**config.mk**
```make
export PLATFORM = sky130hd
export DESIGN_NAME = pcmcia_host
export DESIGN_NICKNAME = d
export VERILOG_FILES = /design/src/rtl/pcmcia_host.sv
export SDC_FILE = /design/constraint.sdc
export NUM_CORES = 1
export LEC_CHECK = 0
export ABC_AREA = 1
export BUFFER_PORTS_ARGS = -buffer_cell sky130_fd_sc_hd__buf_4
export CAP_MARGIN = 30
export CORE_ASPECT_RATIO = 1.1
export CORE_MARGIN = 1.5
export CORE_UTILIZATION = 58
export DETAILED_ROUTE_END_ITERATION = 8
export HOLD_SLACK_MARGIN = 0.1
export PLACE_DENSITY = 0.85
export SLEW_MARGIN = 5
export SYNTH_ARGS = -nofsm -noshare
export SYNTH_HDL_FRONTEND = slang
export SYNTH_SLANG_ARGS = --single-unit
```
**constraint.sdc**
```tcl
create_clock -name CLK -period 4.1 [get_ports CLK]
set_clock_uncertainty 0.15 [all_clocks]
set_input_delay 0.205 -clock CLK [delete_from_list [all_inputs] [get_ports CLK]]
set_output_delay 0.205 -clock CLK [all_outputs]
set_load 0.005 [all_outputs]
```
**src/rtl/pcmcia_host.sv**
```systemverilog
// PCMCIA host bus master: turns single-byte requests into timed card cycles
// (common/attribute memory and I/O), honours card WAIT with a timeout, and
// returns read data, error and INPACK status as a one-cycle response pulse.
// All card-side outputs are registered and lag the FSM state by one cycle.
module pcmcia_host #(
  parameter int T_SETUP      = 3,
  parameter int T_STROBE     = 8,
  parameter int T_HOLD       = 2,
  parameter int WAIT_TIMEOUT = 255
) (
  input  logic        CLK,
  input  logic        RESET,
  input  logic        req_valid,
  output logic        req_ready,
  input  logic        req_write,
  input  logic [1:0]  req_space,
  input  logic [15:0] req_addr,
  input  logic [7:0]  req_wdata,
  output logic        rsp_valid,
  output logic [7:0]  rsp_rdata,
  output logic        rsp_err,
  output logic        rsp_inpack,
  output logic [15:0] A,
  output logic [7:0]  D_out,
  output logic        D_oe,
  input  logic [7:0]  D_in,
  output logic        CE1,
  output logic        CE2,
  output logic        REG,
  output logic        OE,
  output logic        WE,
  output logic        IORD,
  output logic        IOWR,
  input  logic        WAIT,
  input  logic        INPACK
);

  typedef enum logic [2:0] {IDLE, SETUP, STROBE, WAITX, HOLD, DONE} state_t;

  // Terminal counts: every phase counter starts at 0 on state entry.
  localparam logic [7:0] SETUP_LAST   = 8'(T_SETUP - 1);
  localparam logic [7:0] STROBE_LAST  = 8'(T_STROBE - 1);
  localparam logic [7:0] HOLD_LAST    = 8'(T_HOLD - 1);
  localparam logic [7:0] TIMEOUT_LAST = 8'(WAIT_TIMEOUT - 1);

  state_t      state;
  logic [7:0]  cnt;
  logic        lat_write;
  logic [1:0]  lat_space;
  logic [15:0] lat_addr;
  logic [7:0]  lat_wdata;
  logic [1:0]  sync_wait;
  logic [1:0]  sync_inpack;
  logic        wait_s;
  logic        inpack_s;
  logic        is_io;
  logic        reg_sel;
  logic [7:0]  cap_rdata;
  logic        cap_inpack;

  assign wait_s     = sync_wait[1];
  assign inpack_s   = sync_inpack[1];
  assign is_io      = (lat_space == 2'd2);
  assign reg_sel    = (lat_space == 2'd1) || (lat_space == 2'd2);
  // Values captured when the strobe completes: writes report 0x00 and only
  // I/O reads report INPACK (active low on the card side).
  assign cap_rdata  = lat_write ? 8'h00 : D_in;
  assign cap_inpack = is_io & ~lat_write & ~inpack_s;

  // Two-flop synchronizers for the asynchronous card status inputs (idle high).
  // NOTE: sequential blocks use only non-blocking assignments so every flop
  // samples pre-edge values regardless of statement order.
  always_ff @(posedge CLK or posedge RESET) begin
    if (RESET) begin
      sync_wait   <= 2'b11;
      sync_inpack <= 2'b11;
    end else begin
      sync_wait   <= {sync_wait[0], WAIT};
      sync_inpack <= {sync_inpack[0], INPACK};
    end
  end

  // Cycle FSM with registered bus outputs driven from the current state.
  always_ff @(posedge CLK or posedge RESET) begin
    if (RESET) begin
      state      <= IDLE;
      cnt        <= 8'd0;
      // NOTE: the latched request is reset too so nothing downstream ever
      // sees X before the first acceptance.
      lat_write  <= 1'b0;
      lat_space  <= 2'd0;
      lat_addr   <= 16'h0000;
      lat_wdata  <= 8'h00;
      req_ready  <= 1'b0;
      rsp_valid  <= 1'b0;
      rsp_rdata  <= 8'h00;
      rsp_err    <= 1'b0;
      rsp_inpack <= 1'b0;
      A          <= 16'h0000;
      D_out      <= 8'h00;
      D_oe       <= 1'b0;
      CE1        <= 1'b1;
      CE2        <= 1'b1;
      REG        <= 1'b1;
      OE         <= 1'b1;
      WE         <= 1'b1;
      IORD       <= 1'b1;
      IOWR       <= 1'b1;
    end else begin
      rsp_valid <= 1'b0;
      req_ready <= 1'b0;
      case (state)
        IDLE: begin
          req_ready <= 1'b1;
          if (req_valid && req_ready) begin
            req_ready  <= 1'b0;
            lat_write  <= req_write;
            lat_space  <= req_space;
            lat_addr   <= req_addr;
            lat_wdata  <= req_wdata;
            cnt        <= 8'd0;
            rsp_inpack <= 1'b0;
            if (req_space == 2'd3) begin
              rsp_err   <= 1'b1;
              rsp_rdata <= 8'hFF;
              state     <= DONE;
            end else begin
              rsp_err   <= 1'b0;
              rsp_rdata <= 8'h00;
              state     <= SETUP;
            end
          end
        end
        SETUP: begin
          A     <= lat_addr;
          CE1   <= 1'b0;
          CE2   <= 1'b1;
          REG   <= ~reg_sel;
          D_out <= lat_write ? lat_wdata : 8'h00;
          D_oe  <= lat_write;
          if (cnt == SETUP_LAST) begin
            cnt   <= 8'd0;
            state <= STROBE;
          end else begin
            cnt <= cnt + 8'd1;
          end
        end
        STROBE, WAITX: begin
          OE   <= is_io | lat_write;
          WE   <= is_io | ~lat_write;
          IORD <= ~is_io | lat_write;
          IOWR <= ~is_io | ~lat_write;
          if (state == STROBE) begin
            if (cnt == STROBE_LAST) begin
              cnt <= 8'd0;
              if (!wait_s) begin
                state <= WAITX;
              end else begin
                rsp_rdata  <= cap_rdata;
                rsp_inpack <= cap_inpack;
                state      <= HOLD;
              end
            end else begin
              cnt <= cnt + 8'd1;
            end
          end else if (wait_s) begin
            cnt        <= 8'd0;
            rsp_rdata  <= cap_rdata;
            rsp_inpack <= cap_inpack;
            state      <= HOLD;
          end else if (cnt == TIMEOUT_LAST) begin
            cnt        <= 8'd0;
            rsp_err    <= 1'b1;
            rsp_rdata  <= 8'hFF;
            rsp_inpack <= 1'b0;
            state      <= HOLD;
          end else begin
            cnt <= cnt + 8'd1;
          end
        end
        HOLD: begin
          OE   <= 1'b1;
          WE   <= 1'b1;
          IORD <= 1'b1;
          IOWR <= 1'b1;
          if (cnt == HOLD_LAST) begin
            cnt   <= 8'd0;
            state <= DONE;
          end else begin
            cnt <= cnt + 8'd1;
          end
        end
        DONE: begin
          rsp_valid <= 1'b1;
          req_ready <= 1'b1;
          CE1       <= 1'b1;
          CE2       <= 1'b1;
          REG       <= 1'b1;
          D_oe      <= 1'b0;
          state     <= IDLE;
        end
        default: state <= IDLE;
      endcase
    end
  end

endmodule

```
==> results of run 1 <==
-- power by group --
group          switching [mW]  internal (mW)  leakage, nW
sequential              0.251           1.20         1.04
combinational           0.817          0.627         1.42
clock                   0.326          0.301       0.0999
total                    1.39           2.13         2.57
-- metrics by stage --
| stage | worst slack (ns) | util [%] |
|---|---|---|
| 5_1_grt | 1.70 | 79.3 |
| 6_report | 1.77 | 79.3 |
| 2_1_floorplan | 1.57 | - |
| 4_1_cts | 1.81 | 79.3 |
| 3_5_place_dp | 1.84 | 71.3 |
| 3_3_place_gp | 1.90 | 71.3 |
-- synthesized netlist by cell type --
| cell type | instances |
|---|---|
| sky130_fd_sc_hd__o21ai_2 | 1 |
| sky130_fd_sc_hd__clkbuf_1 | 6 |
| sky130_fd_sc_hd__nor2_4 | 1 |
| sky130_fd_sc_hd__nor3b_1 | 1 |
| sky130_fd_sc_hd__buf_1 | 1 |
| sky130_fd_sc_hd__buf_2 | 5 |
| sky130_fd_sc_hd__nand4_1 | 4 |
| sky130_fd_sc_hd__o21ai_0 | 23 |
| sky130_fd_sc_hd__inv_1 | 30 |
| sky130_fd_sc_hd__or2_2 | 1 |
| sky130_fd_sc_hd__mux2_1 | 1 |
| sky130_fd_sc_hd__o21bai_1 | 2 |
| sky130_fd_sc_hd__nor2_1 | 36 |
| sky130_fd_sc_hd__conb_1 | 1 |
| sky130_fd_sc_hd__nor2_2 | 3 |
| sky130_fd_sc_hd__nand3b_1 | 8 |
| sky130_fd_sc_hd__nand3_1 | 27 |
| sky130_fd_sc_hd__inv_2 | 3 |
| sky130_fd_sc_hd__o22a_1 | 1 |
| sky130_fd_sc_hd__dfrtp_1 | 75 |
| sky130_fd_sc_hd__nand2_2 | 3 |
| sky130_fd_sc_hd__mux2_2 | 21 |
| sky130_fd_sc_hd__o211ai_1 | 1 |
| sky130_fd_sc_hd__ha_1 | 4 |
| sky130_fd_sc_hd__nand3_2 | 1 |
| sky130_fd_sc_hd__a21oi_1 | 12 |
| sky130_fd_sc_hd__a21o_1 | 1 |
| sky130_fd_sc_hd__nand2_1 | 125 |
| sky130_fd_sc_hd__nor3_1 | 2 |
| sky130_fd_sc_hd__dfstp_2 | 10 |
| sky130_fd_sc_hd__buf_4 | 1 |
-- worst max-delay path, delay by kind of cell (launching register included) --
kind | cells | cell delay (ns)
buf+inv | 1 | 0.45
flops | 1 | 0.44
simple gates | 2 | 0.83
mux | 1 | 0.33
-- logic make-up after synthesis --
kind of cell	Yosys count	share of synthesized area, %
AND/OR/NAND/NOR	212	24.2
adder cells (fa/ha/maj)	4	1.33
AO/OA/AOI/OAI	41	5.93
flip-flops	85	57.0
buffers and inverters	46	4.87
other	1	0.0999
multiplexers	22	6.60
-- repair_timing --
item                      in CTS  in global routing
setup buffers                  0                  0
hold buffers                  30                  0
hold endpoints to repair      71                  0
-- layout make-up --
type	count	area, µm²
multi-input cells	280	1430
clock buffers	11	141
inverters	33	125
fillers	393	1290
clock inverters	5	60.1
repair buffers	116	946
well taps	80	100
flip-flops and latches	85	2140
-- worst min path at each step --
stage             from        endpoint  slack, ns  cells past startpoint
2_1_floorplan   INPACK  sync_inpack[0]       0.06                      0
3_3_place_gp    INPACK  sync_inpack[0]       0.16                      1
3_5_place_dp      WAIT    sync_wait[0]       0.17                      1
4_1_cts        D_in[1]    rsp_rdata[1]       0.17                      6
5_1_grt        D_in[6]    rsp_rdata[6]       0.22                      6
6_report       D_in[7]    rsp_rdata[7]       0.17                      6
-- state kept, by name, summed over array words and instances, names as in the netlist, 3 cells and up --
signal and count:
A 16, state 3, lat_wdata 8, lat_addr 16, rsp_rdata 8, D_out 8
cnt 8
-- cells in the final DEF (no fill, tap or decap), types with 8 or more instances in the layout --
cell                            synthesis  layout
sky130_fd_sc_hd__inv_1                 30      29
sky130_fd_sc_hd__dlygate4sd3_1          0      30
sky130_fd_sc_hd__nand3b_1               8       8
sky130_fd_sc_hd__clkbuf_8               0      10
sky130_fd_sc_hd__nor2_1                36      36
sky130_fd_sc_hd__nand3_1               27      27
sky130_fd_sc_hd__dfstp_2               10      10
sky130_fd_sc_hd__mux2_2                21      21
sky130_fd_sc_hd__buf_4                  1      86
sky130_fd_sc_hd__dfrtp_1               75      75
sky130_fd_sc_hd__nand2_1              125     125
sky130_fd_sc_hd__a21oi_1               12      12
sky130_fd_sc_hd__o21ai_0               23      23
-- per-layer routing --
| layer | routed length (µm) | GRT usage, % | part of all wire, % | up-vias |
|---|---|---|---|---|
| met3 | 643 | 6.60 | 6.3 | 33 |
| li1 | - | - | - | 1543 |
| met1 | 3880 | 37.2 | 38 | 1611 |
| met5 | 0 | 0 | 0 | - |
| met2 | 5380 | 56.0 | 52 | 134 |
| met4 | 344 | 15.8 | 3.4 | 0 |
==> flow_summary.yaml, run 1 <==
sta:
  grt_setup_unrepaired: "false"
  final.hold.worst_slack_ns: 0.173
  finalHoldViolations: 0
  fmaxAchievable_mhz: 430
  timing.final.setup_violations: 0
  timing.final.crit_share_pct: 56.7
  max_slew_headroom_at_the_worst_pin_pct: 41.9
  tightestPinTransition_ns: 0.870
  report.final.slew_viol_count: 0
  finalCriticalPeriod_ns: 2.33
  final.setup.tns_ns: 0
critical_path:
  reg2reg_depth: 4
  timing.critical_path.fanout_max: 15
  setup.reg_to_reg.worst_slack_ns: 1.77
  timing.critical_path.required_ns: 4.18
  timing.critical_path.slowest_cell_delay_ns: 0.62
  crit_path_end_kind: "flip-flop"
  rr_endpoint: "lat_addr[8]"
  crit_arrival_ns: 2.41
  path_cells: "nor2_2, nand4_1, buf_4, mux2_1"
  timing.setup.critical_path_class: "reg2reg"
  worstSetupStartpointType: "flip-flop"
  critical_path.endpoint: "lat_addr[8]"
  critical-path-slowest-cell: "sky130_fd_sc_hd__nand4_1"
  crit_path_start: "state[0]"
  critical_path.reg2reg.startpoint: "state[0]"
yosys:
  synth.avg_cell_area_um2: 9.13
  synth_warnings: 0
  seq_area_frac_synth_pct: 57.0
  post_synth_inst_count: 411
  synthDistinctLibCells: 31
  ys_ff_latch: 85
  synth_top_area_share_pct: 50.0
  ys_top_cells_by_area: "sky130_fd_sc_hd__dfrtp_1 (50%), sky130_fd_sc_hd__nand2_1 (13%), sky130_fd_sc_hd__dfstp_2 (7.0%)"
  post_synth_instance_area_mm2: 0.00375
  yosys.area.top_type: "sky130_fd_sc_hd__dfrtp_1"
  syn-num-nets: 455
clock_network:
  post_cts.resized_instances: 0
  clock_insertion_delay_worst_skew_ns: 0.37
  cts_htree_levels: 3
  cts_num_sinks: 85
  cts.root.buffer_cell: "sky130_fd_sc_hd__clkbuf_8"
  cts_tree: "done"
  clock_slew_at_reported_path_ffs_ns: 0.11
  tritoncts.num_buffers: 9
  cts.path.max_buffers: 2
run:
  max-cap-violations: 0
global_route:
  grt_max_degree: 52
  grt_pass1_wl_mm: 16.6
  antenna_found_initial: 0
  gr-total-overflow: 0
  via_count_of_the_first_global_routing_pass: 3342
  gr-usage-all-layers_pct: 32.0
placed_design:
  buffer_ports.inserted: 82
  placedInstanceArea_mm2: 0.00444
  dp_hpwl_mm: 5.66
  gp_routability_congestion: 0.890
  placed_cells: 564
pwr:
  post-layout-total-power_mw: 3.52
  vdd_drop_max_uv: 447
  power-per-cell-area_mw_per_mm2: 712
  p_leak_nw: 2.57
routing:
  avgRoutedWirePerCell_um: 16.8
  route.antenna.remaining_nets: 0
  remaining_drc_errors: 0
  wl_mm: 10.2
  firstDrtPassIters: 5
  drt-vias-per-instance: 5.44
  vias: 3321
  drt-initial-drc-count: 263
layout:
  finalNonFillerCells: 610
  antenna_cells: 0
  share_of_post_route_cells_with_drive_strength_above_1_pct: 27.5
  design_area_mm2: 0.00494
  fin_nets: 569
  area_delta_synth_final_pct: 31.7
die:
  std_cell_rows: 30
  die_area_mm2: 0.00696
  die_w_um: 79.7
  initial_core_util_pct: 60.2
  die_h_um: 87.4
  ios: 84
  fp.coreArea_mm2: 0.00623
worst_hold_path:
  timing.hold.worst.class: "in2reg"
status:
  status: "finished clean"
Power figures use the tool's default switching activity.
==> run 2, diff against run 1 <==
ABC_AREA = 0   (was 1)
CORE_UTILIZATION = 49   (was 58)
PLACE_DENSITY = 0.76   (was 0.85)
clock period = 2.1 ns   (was 4.1 ns; I/O delays follow)
==> flow_summary.yaml, run 2 <==
critical_path:
  critical_path.reg2reg.startpoint: "cnt[0]"
  reg2reg_depth: 8
  timing.critical_path.fanout_max: 8
  critical-path-slowest-cell: "sky130_fd_sc_hd__dfrtp_1"
  crit_arrival_ns: 2.13
  path_cells: "inv_1, ha_1, nand4_1, nor2_2, o41ai_4, buf_4, nor2_4, mux2i_1"
  timing.critical_path.depth: 8
  worstPathBufferInverterCount: 2
  worstSetupStartpointType: "flip-flop"
  critical_path.endpoint: "state[0]"
  rr_endpoint: "state[0]"
  crit_path_end_kind: "flip-flop"
  setup.reg_to_reg.worst_slack_ns: 0.11
  timing.critical_path.required_ns: 2.24
  timing.critical_path.slowest_cell_delay_ns: 0.43
  cp_top_family: "simple AND/OR/NAND/NOR gates"
  timing.setup.critical_path_class: "reg2reg"
  crit_path_start: "cnt[0]"
routing:
  wl_mm: 8.37
  drt-vias-per-instance: 5.08
  firstDrtPassIters: 4
  avgRoutedWirePerCell_um: 14.2
  remaining_drc_errors: 0
  route.antenna.remaining_nets: 0
  drt-initial-drc-count: 166
  vias: 2989
pwr:
  int_pwr_mw: 4.41
  power-per-cell-area_mw_per_mm2: 1320
  vdd_drop_max_uv: 690
  power.combinational.fraction_pct: 40.0
  net_switching_power_mw: 2.40
  seqPwrFrac_pct: 41.7
  clockPowerShare_pct: 18.3
  p_leak_nw: 2.51
  sw_frac_of_total_pct: 35.2
placed_design:
  placedInstanceArea_mm2: 0.00456
  dp_hpwl_mm: 5.60
  buffer_ports.inserted: 82
  gp_routability_congestion: 0.868
clock_network:
  cts.root.buffer_cell: "sky130_fd_sc_hd__clkbuf_8"
  cts_tree: "done"
  tritoncts.num_buffers: 9
  clock_insertion_delay_worst_skew_ns: 0.36
  cts.path.max_buffers: 2
  cts_num_sinks: 85
  cts_htree_levels: 3
  clock_slew_at_reported_path_ffs_ns: 0.09
  cts.repair_timing.setup_buffer_count: 0
die:
  ios: 84
  die_area_mm2: 0.00829
  std_cell_rows: 33
  fp.coreArea_mm2: 0.00747
  initial_core_util_pct: 50.8
  die_h_um: 95.3
  die_w_um: 86.9
yosys:
  yosys-top-cells-count: "sky130_fd_sc_hd__nand2_1 (86), sky130_fd_sc_hd__dfrtp_1 (75), sky130_fd_sc_hd__mux2_2 (36)"
  multiplexer_area_fraction_after_synthesis_pct: 11.5
  syn-num-nets: 395
  yosys.area.top_type: "sky130_fd_sc_hd__dfrtp_1"
  seq_area_frac_synth_pct: 56.3
  post_synth_and_or_nand_nor_area_fraction_pct: 18.4
  synth_compound_gate_area_share_pct: 8.83
  synth-edff-count: 0
  synth_top_area_share_pct: 49.4
  synth-adder-area-share_pct: 1.32
  synth_xor_area_share_pct: 0
  synth_top_family_by_area: "simple AND/OR/NAND/NOR gates"
  synth_warnings: 0
  postSynth.asyncResetShare_pct: 100
  synth.avg_cell_area_um2: 10.8
  post_synth_inst_count: 351
  ys_top_cells_by_area: "sky130_fd_sc_hd__dfrtp_1 (49%), sky130_fd_sc_hd__mux2_2 (11%), sky130_fd_sc_hd__nand2_1 (8.5%)"
  post_synth_instance_area_mm2: 0.00380
  synth_top_flop_cell: "sky130_fd_sc_hd__dfrtp_1"
  synthDistinctLibCells: 47
  ys_ff_latch: 85
  synth_most_common_cell: "sky130_fd_sc_hd__nand2_1"
sta:
  finalCriticalPeriod_ns: 1.99
  timing.final.crit_share_pct: 94.7
  timing.final.setup_violations: 0
  grt_setup_unrepaired: "false"
  report.final.slew_viol_count: 0
  finalHoldViolations: 0
  fmaxAchievable_mhz: 503
  final.hold.worst_slack_ns: 0.208
  final.setup.tns_ns: 0
layout:
  multi_input_comb_area_mm2: 0.00153
  fillcell_total: 542
  antenna_cells: 0
  top_regs: "A (16), lat_addr (16)"
  mostFrequentLayoutCells: "sky130_fd_sc_hd__buf_4 (90), sky130_fd_sc_hd__nand2_1 (86), sky130_fd_sc_hd__dfrtp_1 (75)"
  final-seq-area_mm2: 0.00214
  most_common_cell_after_layout_fill_and_taps_aside: "sky130_fd_sc_hd__buf_4"
  share_of_post_route_cells_with_drive_strength_above_1_pct: 35.2
  design_area_mm2: 0.00516
  fin_nets: 522
  area_delta_synth_final_pct: 36.0
global_route:
  antenna_found_initial: 0
  gr-usage-all-layers_pct: 22.1
  gr-total-overflow: 0
  via_count_of_the_first_global_routing_pass: 2994
  grt_pass1_wl_mm: 14.1
  grt_max_degree: 86
status:
  status: "finished clean"
worst_hold_path:
  timing.hold.worst.class: "reg2reg"
run:
  max-cap-violations: 0
[run 2: changes by cell type after synthesis, sizes merged, moves of 10 or more]
cell    previous run  this run
nor2              40        23
nand3             28        12
o21ai             24        11
nand2            128        86
inv               33        11
mux2              22        36
nand2b             0        10
[run 2: how the worst min path moves through the flow]
stage | slack [ns] | from | cells after the start | endpoint
floorplan | -0.04 | INPACK | 0 | sync_inpack[0]
global placement | 0.06 | INPACK | 1 | sync_inpack[0]
detailed placement | 0.06 | INPACK | 1 | sync_inpack[0]
CTS | 0.21 | sync_wait[0] | 0 | sync_wait[1]
global route | 0.22 | sync_inpack[0] | 0 | sync_inpack[1]
finish | 0.21 | sync_wait[0] | 0 | sync_wait[1]
[run 2: final cells by class]
type                            count  area share, %
Clock buffer                       10           2.66
Clock inverter                      6           1.50
Timing Repair Buffer              131           21.4
Inverter                           11          0.872
Multi-Input combinational cell    240           29.6
Sequential cell                    85           41.4
Tap cell                          105           2.54
[run 2: kinds of logic (layout without fill, tap and decap cells)]
| group | after synthesis | count (layout) |
|---|---|---|
| fa+ha+maj | 4 | 4 |
| mux | 39 | 39 |
| compound gates | 48 | 48 |
| other cells | 1 | 1 |
| flops | 85 | 85 |
| buf+inv | 26 | 158 |
| simple gates | 148 | 148 |
[run 2: worst reg2reg max path, cell delays in order, from the launching register on]
cell                      delay [ns]
sky130_fd_sc_hd__dfrtp_1        0.43
sky130_fd_sc_hd__inv_1          0.11
sky130_fd_sc_hd__ha_1           0.18
sky130_fd_sc_hd__nand4_1        0.19
sky130_fd_sc_hd__nor2_2         0.24
sky130_fd_sc_hd__o41ai_4        0.08
sky130_fd_sc_hd__buf_4          0.18
sky130_fd_sc_hd__nor2_4         0.17
sky130_fd_sc_hd__mux2i_1        0.19
[run 2: power groups by stage]
stage,Sequential (mW),Combinational (mW),Clock [mW]
2_1_floorplan,2.75,1.69,0
3_3_place_gp,2.83,2.59,0
3_5_place_dp,2.87,2.68,0
4_1_cts,2.84,2.74,1.27
5_1_grt,2.94,3.03,1.34
6_report,2.84,2.72,1.25
[run 2: routing by layer]
layer	global-route usage [%]	part of all wire, %	vias to the layer above
li1	-	-	1433
met1	27.5	42	1456
met2	37.8	51	89
met3	6.32	5.5	11
met4	5.51	1.1	0
met5	0	0	-
[run 2: stage by stage]
step / utilization, % / worst slack, ns / instances / total power [mW]
2_1_floorplan: - / 0.278 / 351 / 4.44
3_3_place_gp: 61.0 / 0.161 / 533 / 5.42
3_5_place_dp: 61.0 / 0.0617 / 533 / 5.55
4_1_cts: 69.1 / 0.0334 / 588 / 6.86
5_1_grt: 69.1 / 0.00880 / 588 / 7.30
6_report: 69.1 / 0.111 / 588 / 6.81
[run 2: timing repair]
| action | 4_1_cts | 5_1_grt |
|---|---|---|
| endpoints found under the hold margin | 125 | 0 |
| hold buffers | 39 | 0 |
| endpoints found under the setup margin | 0 | 8 |
| gates resized for setup | 0 | 1 |
==> run 3, diff against run 2 <==
CORE_ASPECT_RATIO = 0.5   (was 1.1)
==> flow_summary.yaml, run 3 (synthesis gave the netlist of run 2 again) <==
placed_design:
  gp_routability_congestion: 0.818
  place_worst_setup_slack_ns: 0.00480
  dp_hpwl_mm: 5.65
  buffer_ports.inserted: 82
pwr:
  p_leak_nw: 2.56
  seqPwrFrac_pct: 39.8
  sw_frac_of_total_pct: 34.0
  clockPowerShare_pct: 21.7
  power-per-cell-area_mw_per_mm2: 1370
  post-layout-total-power_mw: 7.29
  net_switching_power_mw: 2.48
  int_pwr_mw: 4.82
  power.combinational.fraction_pct: 38.5
  vdd_drop_max_uv: 865
clock_network:
  tritoncts.num_buffers: 9
  cts_htree_levels: 3
  cts_tree: "done"
  cts.path.max_buffers: 2
  clock_slew_at_reported_path_ffs_ns: 0.06
  cts.root.buffer_cell: "sky130_fd_sc_hd__clkbuf_16"
  cts_num_sinks: 85
  clock_insertion_delay_worst_skew_ns: 0.34
layout:
  area_delta_synth_final_pct: 40.0
  top_regs: "A (16), lat_addr (16)"
  finish.utilization_pct: 71.8
  share_of_post_route_cells_with_drive_strength_above_1_pct: 36.4
  fin_nets: 525
  antenna_cells: 0
  fillcell_total: 534
  mostFrequentLayoutCells: "sky130_fd_sc_hd__buf_4 (90), sky130_fd_sc_hd__nand2_1 (86), sky130_fd_sc_hd__dfrtp_1 (71)"
  most_common_cell_after_layout_fill_and_taps_aside: "sky130_fd_sc_hd__buf_4"
sta:
  finalHoldViolations: 0
  finalCriticalPeriod_ns: 2.04
  tightestPinTransition_ns: 0.680
  timing.final.setup_violations: 0
  report.final.slew_viol_count: 0
  finalWorstSetupSlack_ns: 0.0559
  max_slew_headroom_at_the_worst_pin_pct: 54.7
  final.hold.worst_slack_ns: 0.206
  fmaxAchievable_mhz: 489
  timing.final.crit_share_pct: 97.3
critical_path:
  timing.critical_path.fanout_max: 8
  timing.critical_path.required_ns: 2.20
  timing.setup.critical_path_class: "reg2reg"
  worstSetupStartpointType: "flip-flop"
  crit_arrival_ns: 2.14
  crit_path_end_kind: "flip-flop"
  reg2reg_depth: 9
routing:
  wl_mm: 9.11
  vias: 3034
  drt-initial-drc-count: 219
  avgRoutedWirePerCell_um: 15.7
  drt-vias-per-instance: 5.21
  remaining_drc_errors: 0
  route.antenna.remaining_nets: 0
  firstDrtPassIters: 4
worst_hold_path:
  timing.hold.worst.class: "reg2reg"
  hold_depth: 0
die:
  initial_core_util_pct: 51.3
  ios: 84
  std_cell_rows: 22
  fp.coreArea_mm2: 0.00740
  die_w_um: 127
  die_h_um: 65.3
  die_area_mm2: 0.00832
global_route:
  grt_max_degree: 36
  grt_pass1_wl_mm: 14.9
  gr-usage-all-layers_pct: 23.5
  gr-total-overflow: 0
  antenna_found_initial: 0
  via_count_of_the_first_global_routing_pass: 3102
status:
  status: "finished clean"
run:
  max-cap-violations: 0
==> run 3: critical path, stage by stage (launching register included) <==
cell	delay [ns]
sky130_fd_sc_hd__dfrtp_2	0.44
sky130_fd_sc_hd__inv_4	0.09
sky130_fd_sc_hd__ha_4	0.13
sky130_fd_sc_hd__nand4_1	0.17
sky130_fd_sc_hd__buf_4	0.21
sky130_fd_sc_hd__nor2_4	0.13
sky130_fd_sc_hd__o41ai_4	0.08
sky130_fd_sc_hd__buf_6	0.15
sky130_fd_sc_hd__nor2_4	0.18
sky130_fd_sc_hd__mux2i_1	0.22
==> run 3: final cells by class <==
cell class,count,area [µm²],share of cell area [%]
repair buffers,133,1140,21.4
multi-input cells,241,1570,29.5
inverters,11,47.5,0.894
clock inverters,4,55.1,1.04
flip-flops and latches,85,2140,40.3
well taps,96,120,2.26
clock buffers,12,246,4.64
==> run 3: power groups by stage <==
stage	logic, mW	clock network [mW]	registers, mW
2_1_floorplan	1.69	0	2.75
3_3_place_gp	2.56	0	2.87
3_5_place_dp	2.66	0	2.89
4_1_cts	2.73	1.62	2.88
5_1_grt	3.10	1.68	3.01
6_report	2.80	1.58	2.91
==> run 3: metal layers <==
layer  wire length, µm  GRT usage [%]  vias up  share of wire [%]
li1                  -              -     1439                  -
met1              3890           27.2     1483                 43
met2              4590           42.3       90                 50
met3               438           6.27       22                4.8
met4               197           9.09        0                2.2
met5                 0              0        -                  0
==> run 3: path summary, 6_finish.rpt <==
kind	to	slack, ns	start
min in group asynchronous	req_ready	0.25	RESET
min reg2reg	sync_inpack[1]	0.21	sync_inpack[0]
max in group asynchronous	WE	0.92	RESET
max	state[0]	0.06	cnt[0]
max reg2reg	state[0]	0.06	cnt[0]
min	sync_inpack[1]	0.21	sync_inpack[0]
==> run 3: per-stage QoR <==
step | area [µm²] | TNS [ns] | std cells
detailed placement | 4550 | 0 | 523
global route | 5320 | -0.0441 | 582
floorplan | 3800 | 0 | 351
finish | 5320 | 0 | 582
CTS | 5240 | 0 | 578
global placement | 4550 | 0 | 523
==> run 3: what timing repair did <==
action                                  4_1_cts  5_1_grt
buffers inserted                              0        3
pin swaps                                     0        4
endpoints found under the hold margin       115        0
cloned                                        0        1
hold buffers                                 39        0
endpoints found under the setup margin        1       15
resized for setup                             1       13
